===== config.mk =====
export PLATFORM = sky130hd
export DESIGN_NAME = serial_subtractor
export DESIGN_NICKNAME = d
export VERILOG_FILES = /design/src/rtl/serial_subtractor.sv
export SDC_FILE = /design/constraint.sdc
export NUM_CORES = 1
export LEC_CHECK = 0
export CAP_MARGIN = 15
export CELL_PAD_IN_SITES_DETAIL_PLACEMENT = 0
export CELL_PAD_IN_SITES_GLOBAL_PLACEMENT = 1
export CORE_AREA = 5 5 69 71
export DETAILED_ROUTE_END_ITERATION = 12
export DIE_AREA = 0 0 74 76
export GPL_TIMING_DRIVEN = 0
export PLACE_DENSITY_LB_ADDON = 0.12
export RECOVER_POWER = 100
export SYNTH_ARGS = -nofsm -noshare
export SYNTH_HDL_FRONTEND = slang
export SYNTH_HIERARCHICAL = 1
export SYNTH_SLANG_ARGS = --single-unit

===== constraint.sdc =====
create_clock -name CLK -period 4 [get_ports CLK]
set_input_delay 0.4 -clock CLK [delete_from_list [all_inputs] [get_ports CLK]]
set_output_delay 0.4 -clock CLK [all_outputs]
set_load 0.01 [all_outputs]

===== src/rtl/serial_subtractor.sv =====
// rtl/serial_subtractor.sv - bit-serial two's-complement subtractor, LSB first, one bit per clock

// One full-subtractor cell: difference and borrow-out for a single bit position.
module fs_cell (
  input  logic a,
  input  logic b,
  input  logic bin,
  output logic d,
  output logic bout
);

  assign d    = a ^ b ^ bin;
  assign bout = (~a & b) | (~(a ^ b) & bin);

endmodule

// Bit-serial A - B using one fs_cell, a borrow flop, operand/result shift registers.
module serial_subtractor #(
  parameter int WIDTH = 8
) (
  input  logic             CLK,
  input  logic             RST,
  input  logic             START,
  input  logic [WIDTH-1:0] A,
  input  logic [WIDTH-1:0] B,
  output logic             BUSY,
  output logic             DONE,
  output logic [WIDTH-1:0] DIFF,
  output logic             BOUT,
  output logic             OVF
);

  // Counter is sized one bit wider than strictly needed so WIDTH=2^n never wraps early.
  localparam int             CW       = $clog2(WIDTH + 1);
  localparam logic [CW-1:0]  LAST_BIT = CW'(WIDTH - 1);

  typedef enum logic [1:0] {
    ST_IDLE  = 2'd0,
    ST_SHIFT = 2'd1,
    ST_DONE  = 2'd2
  } state_t;

  state_t           state_q;
  state_t           state_d;

  logic [WIDTH-1:0] opa_q;
  logic [WIDTH-1:0] opb_q;
  logic [WIDTH-1:0] res_q;
  logic             br_q;
  logic [CW-1:0]    cnt_q;

  logic [WIDTH-1:0] diff_q;
  logic             bout_q;
  logic             ovf_q;

  logic             bit_d;
  logic             br_next;
  logic             last_bit;
  logic             accept;
  logic [WIDTH-1:0] res_next;

  fs_cell u_cell (
    .a    (opa_q[0]),
    .b    (opb_q[0]),
    .bin  (br_q),
    .d    (bit_d),
    .bout (br_next)
  );

  assign last_bit = (state_q == ST_SHIFT) && (cnt_q == LAST_BIT);
  assign accept   = START && ((state_q == ST_IDLE) || (state_q == ST_DONE));
  assign res_next = {bit_d, res_q[WIDTH-1:1]};

  // State register; reset wins over everything, including a pending START.
  always_ff @(posedge CLK) begin
    if (RST) begin
      state_q <= ST_IDLE;
    end else begin
      state_q <= state_d;
    end
  end

  // Next-state: START is only honoured in IDLE or DONE, so it is ignored mid-operation.
  always_comb begin
    state_d = state_q;
    case (state_q)
      ST_IDLE:  if (START) state_d = ST_SHIFT;
      ST_SHIFT: if (last_bit) state_d = ST_DONE;
      ST_DONE:  state_d = START ? ST_SHIFT : ST_IDLE;
      default:  state_d = ST_IDLE;
    endcase
  end

  // Serial datapath: capture operands on accept, then shift one bit per SHIFT edge.
  always_ff @(posedge CLK) begin
    if (RST) begin
      opa_q <= '0;
      opb_q <= '0;
      res_q <= '0;
      br_q  <= 1'b0;
      cnt_q <= '0;
    end else if (accept) begin
      opa_q <= A;
      opb_q <= B;
      res_q <= '0;
      br_q  <= 1'b0;
      cnt_q <= '0;
    end else if (state_q == ST_SHIFT) begin
      opa_q <= opa_q >> 1;
      opb_q <= opb_q >> 1;
      res_q <= res_next;
      br_q  <= br_next;
      cnt_q <= cnt_q + CW'(1);
    end
  end

  // Result registers update only on the completion edge so partial sums never show.
  always_ff @(posedge CLK) begin
    if (RST) begin
      diff_q <= '0;
      bout_q <= 1'b0;
      ovf_q  <= 1'b0;
    end else if (last_bit) begin
      diff_q <= res_next;
      bout_q <= br_next;
      ovf_q  <= br_q ^ br_next;
    end
  end

  assign BUSY = (state_q == ST_SHIFT);
  assign DONE = (state_q == ST_DONE);
  assign DIFF = diff_q;
  assign BOUT = bout_q;
  assign OVF  = ovf_q;

endmodule

==> summary.md <==
Synthesis produced a netlist with a net count of 207. In the synthesized netlist the dominant register cell turns out to be sky130_fd_sc_hd__dfxtp_1. The worst hold path begins at RST. The routed layout has 1416 vias. The count of input and output buffers is 29, and the number of iterations in the first detailed-routing pass is 4.

For the weighted congestion at the end of routability-driven global placement, the log shows 0.748. By area the synthesized netlist is led by sky130_fd_sc_hd__dfxtp_1 (49%), sky130_fd_sc_hd__nand2_1 (9.7%), sky130_fd_sc_hd__mux2i_1 (6.2%). Sequential cells account for 53.3% of the total power. The largest driver fanout on the critical path works out to 10. For this design the total switching power over the nets is 0.000202 W. Measured along the x axis, the die boundary spans 74 um. Subtracting the final worst setup slack from the clock period gives 2450 ps. The fraction of the yosys area taken by sequential cells was 49.3%. The run finished with clean final reports. The post-route setup TNS was 0 ps; the worst clock skew on the final layout was 6.10 ps.

The number of endpoints with negative hold slack in the final report was 0. The slowest library cell on the worst path was sky130_fd_sc_hd__clkdlybuf4s50_1. The area growth from synthesis to layout is 24.9%.

The tools report the kind of launch point of the worst setup path as a flop. The pin slew with the least headroom to its limit works out to 1070 ps. The netlist area before placement is 1630 um^2. The area of the multi-input gates is 702 um^2.

In the layout the commonest cells are sky130_fd_sc_hd__nand2_1 (42), sky130_fd_sc_hd__dfxtp_1 (40), sky130_fd_sc_hd__nor3_1 (20). Measured against the total synthesized area, the mux share comes to 6.16%. The vertical die dimension was 76 um. Setup repair after global routing left no endpoint under its margin. By area, the combinational part of the netlist is dominated by simple AND/OR/NAND/NOR gates. Of the total synthesized cell area, the portion taken by AND, OR, NAND and NOR gates is 22.2%. The number of global-route vias before repair came out at 1400.

The tools report the final standard cell count with taps included and fillers excluded as 275. Across all hold checks on the routed design, the worst slack comes to 384 ps. In the global route stage, met3 resource usage came out at 4.75%. In the final routed layout, each cell accounts on average for 13.5 um. The final net count came out at 243. The half-perimeter wire length of the detailed placement result was 2710 um; the relative slew slack was 28.7%. The repair_antennas step left the layout with diodes totalling 0. Of the available clock period, the critical path in the final layout requires 61.3%. The buffers plus inverters on the worst setup path was 3; the number of enable flip-flop cells after synthesis was 0. The part of the power in combinational logic was 12.2%.

Wires add up to 3710 um. In this design, the largest share of critical-path delay is due to buffers and inverters. The synthesized netlist devotes 12.2% of its cell area to compound gates.

The tools report the launch point of the worst path as state_q[0]. For this run, global-route usage on met2 was measured as 23.8%. The met1 track utilization from global routing was 16.7%.

After filler insertion, the fill cell instance count of the layout stands at 423. The most common cell after layout, fill and taps aside was sky130_fd_sc_hd__nand2_1. After synthesis, the largest area contributor takes up 49.3% of total cell area. The tools report the global-route wire length before repair as 6250 um. The initial antenna violation count is 0, and the gate count after technology mapping is 186. TritonCTS built the clock tree.

Global routing used 14.2% of the available tracks. The final number of max-transition violations is 0. The average via count per standard cell works out to 5.15. The area enclosed by the die boundary is 5620 um^2.

The highest ir drop seen on vdd was 0.220 mV. The number of clock sinks is 40. The total I/O pin count is 31, and the clock slew seen by the registers of the worst setup and hold paths is 70 ps. The largest single stage delay on the critical path is 640 ps.

The post-cts gate resize count came out at 0. The maximum achievable frequency was 0.408 GHz; the number of distinct library cells after synthesis was 29. The fraction of synthesized cell area in xor and xnor cells was 1.62%. The tools report the kind of capture point of the worst setup path as an output pin. Internal power comes to 0.000596 W. Dividing the synthesized area by the synthesized cell count gives 8.74 um^2. For this run, the number of Yosys warnings is 6. Summed over all cells, the static leakage comes to 0.739 nW.

In this run the power density over the cells is 393 nW/um^2. After detailed placement, the design holds a cell count of 267. Root buffer cell: sky130_fd_sc_hd__clkbuf_8. For this configuration, the core starts out at a cell density of 38.9%. Buffers inserted during clock tree synthesis total 5. The floorplan step defined a core boundary enclosing 4170 um^2. The startpoint identified for the worst register-to-register timing path is state_q[0]. The count of nets left with antenna violations once routing finished came out at 0. At the later pin of the worst-skew pair, clock insertion delay measures 290 ps. Buffers inserted to repair hold after CTS numbered 0. Switching power as a share of total power: 25.3%. The initial detailed-routing violation count is 57, and the register area is 801 um^2. The run gives 34.6% as the clock group share of total power. The buffer levels on the longest clock path is 2. The async set-or-reset flop fraction in the synthesized netlist is 0%. The number of synthesized register bits is 40.

In this run the post-CTS setup repair buffer count came out at 0. The number of failing setup endpoints in the final timing report is 0. The endpoint required time on the critical path was 3600 ps; the fraction of the mapped netlist area in adder cells was 2.00%.

The logs give 24 for the row count and 0 for the number of design rule violations left after detail routing. The data arrival time at the worst-slack endpoint is 2050 ps, and the H-tree depth is 2. The tools report the largest net degree at the start of global routing as 13. The synthesized design spends more area on one cell type than any other, namely sky130_fd_sc_hd__dfxtp_1. The tightest min-delay check is of the input pin to flop type.

The fraction of final layout cells sized beyond drive strength 1 was 5.83%; the total congestion overflow after global routing was 0. The signal on the critical path passes through nand2b_1 -> inv_2 -> clkbuf_1 -> clkdlybuf4s50_1. By startpoint and endpoint, the worst setup path is classified as flop to output pin. The most utilized layer in the global route result is met2. Across the run, the number of max-cap violations was 0.
-- synth_stat cells (2+ instances only) --
master	count
sky130_fd_sc_hd__nand2_1	42
sky130_fd_sc_hd__dfxtp_1	40
sky130_fd_sc_hd__nor3_1	20
sky130_fd_sc_hd__a21oi_1	15
sky130_fd_sc_hd__mux2i_1	10
sky130_fd_sc_hd__o22ai_1	9
sky130_fd_sc_hd__buf_2	6
sky130_fd_sc_hd__nand3_1	5
sky130_fd_sc_hd__inv_1	4
sky130_fd_sc_hd__a22oi_1	3
sky130_fd_sc_hd__buf_4	3
sky130_fd_sc_hd__nor2_1	3
sky130_fd_sc_hd__o21ai_0	3
sky130_fd_sc_hd__a31oi_1	2
sky130_fd_sc_hd__buf_6	2
sky130_fd_sc_hd__clkbuf_1	2
sky130_fd_sc_hd__nand2b_1	2
sky130_fd_sc_hd__nand3b_1	2
sky130_fd_sc_hd__nor2b_1	2
sky130_fd_sc_hd__xor2_1	2
-- path summary, 6_finish.rpt --
path / end / slack [ps] / cells past startpoint
worst min-delay path: opb_q[5] / 380 / 2
worst max-delay path: BUSY / 1550 / 4
worst max register to register: DIFF[6] / 1990 / 4
worst min register to register: DIFF[5] / 450 / 2
-- power by group through the flow --
stage               Combinational (W)  Sequential (W)  Clock (W)
floorplan                   0.0000673        0.000432          0
global placement             0.000102        0.000434          0
detailed placement           0.000104        0.000434          0
CTS                          0.000104        0.000425   0.000286
global route                 0.000109        0.000427   0.000305
finish                      0.0000971        0.000425   0.000276
-- registers in the layout (all words and copies together), names as in the netlist --
register	count
res_q	7
br_q	1
opb_q	8
BOUT	1
state_q	2
DIFF	8
cnt_q	4
opa_q	8
OVF	1
-- layout make-up --
| type | count | share of cell area, % |
|---|---|---|
| well taps | 52 | 3.21 |
| clock buffers | 6 | 4.07 |
| repair buffers | 29 | 14.3 |
| inverters | 5 | 0.925 |
| plain buffers | 14 | 2.96 |
| flip-flops and latches | 40 | 39.5 |
| clock inverters | 2 | 0.493 |
| multi-input cells | 127 | 34.6 |
-- through the flow --
step | power (W) | util (%) | cell area, um^2 | setup WS, ps
CTS | 0.000816 | 49.7 | 2070 | 1750
global route | 0.000841 | 48.6 | 2030 | 1440
finish | 0.000798 | 48.6 | 2030 | 1550
global placement | 0.000535 | 47.5 | 1980 | 2100
floorplan | 0.000499 | - | 1630 | 2720
detailed placement | 0.000538 | 47.5 | 1980 | 2080
-- per-layer routing --
layer / part of all wire, % / vias up
li1: - / 709
met1: 43 / 670
met2: 51 / 32
met3: 4.6 / 5
met4: 1.2 / 0
met5: 0 / -
-- cells by family after synthesis --
kind of cell | count (synthesis)
XOR/XNOR | 3
buffers and inverters | 19
flip-flops | 40
multiplexers | 10
adder cells (fa/ha/maj) | 2
AO/OA/AOI/OAI | 34
AND/OR/NAND/NOR | 78
Power figures use the tool's default switching activity.
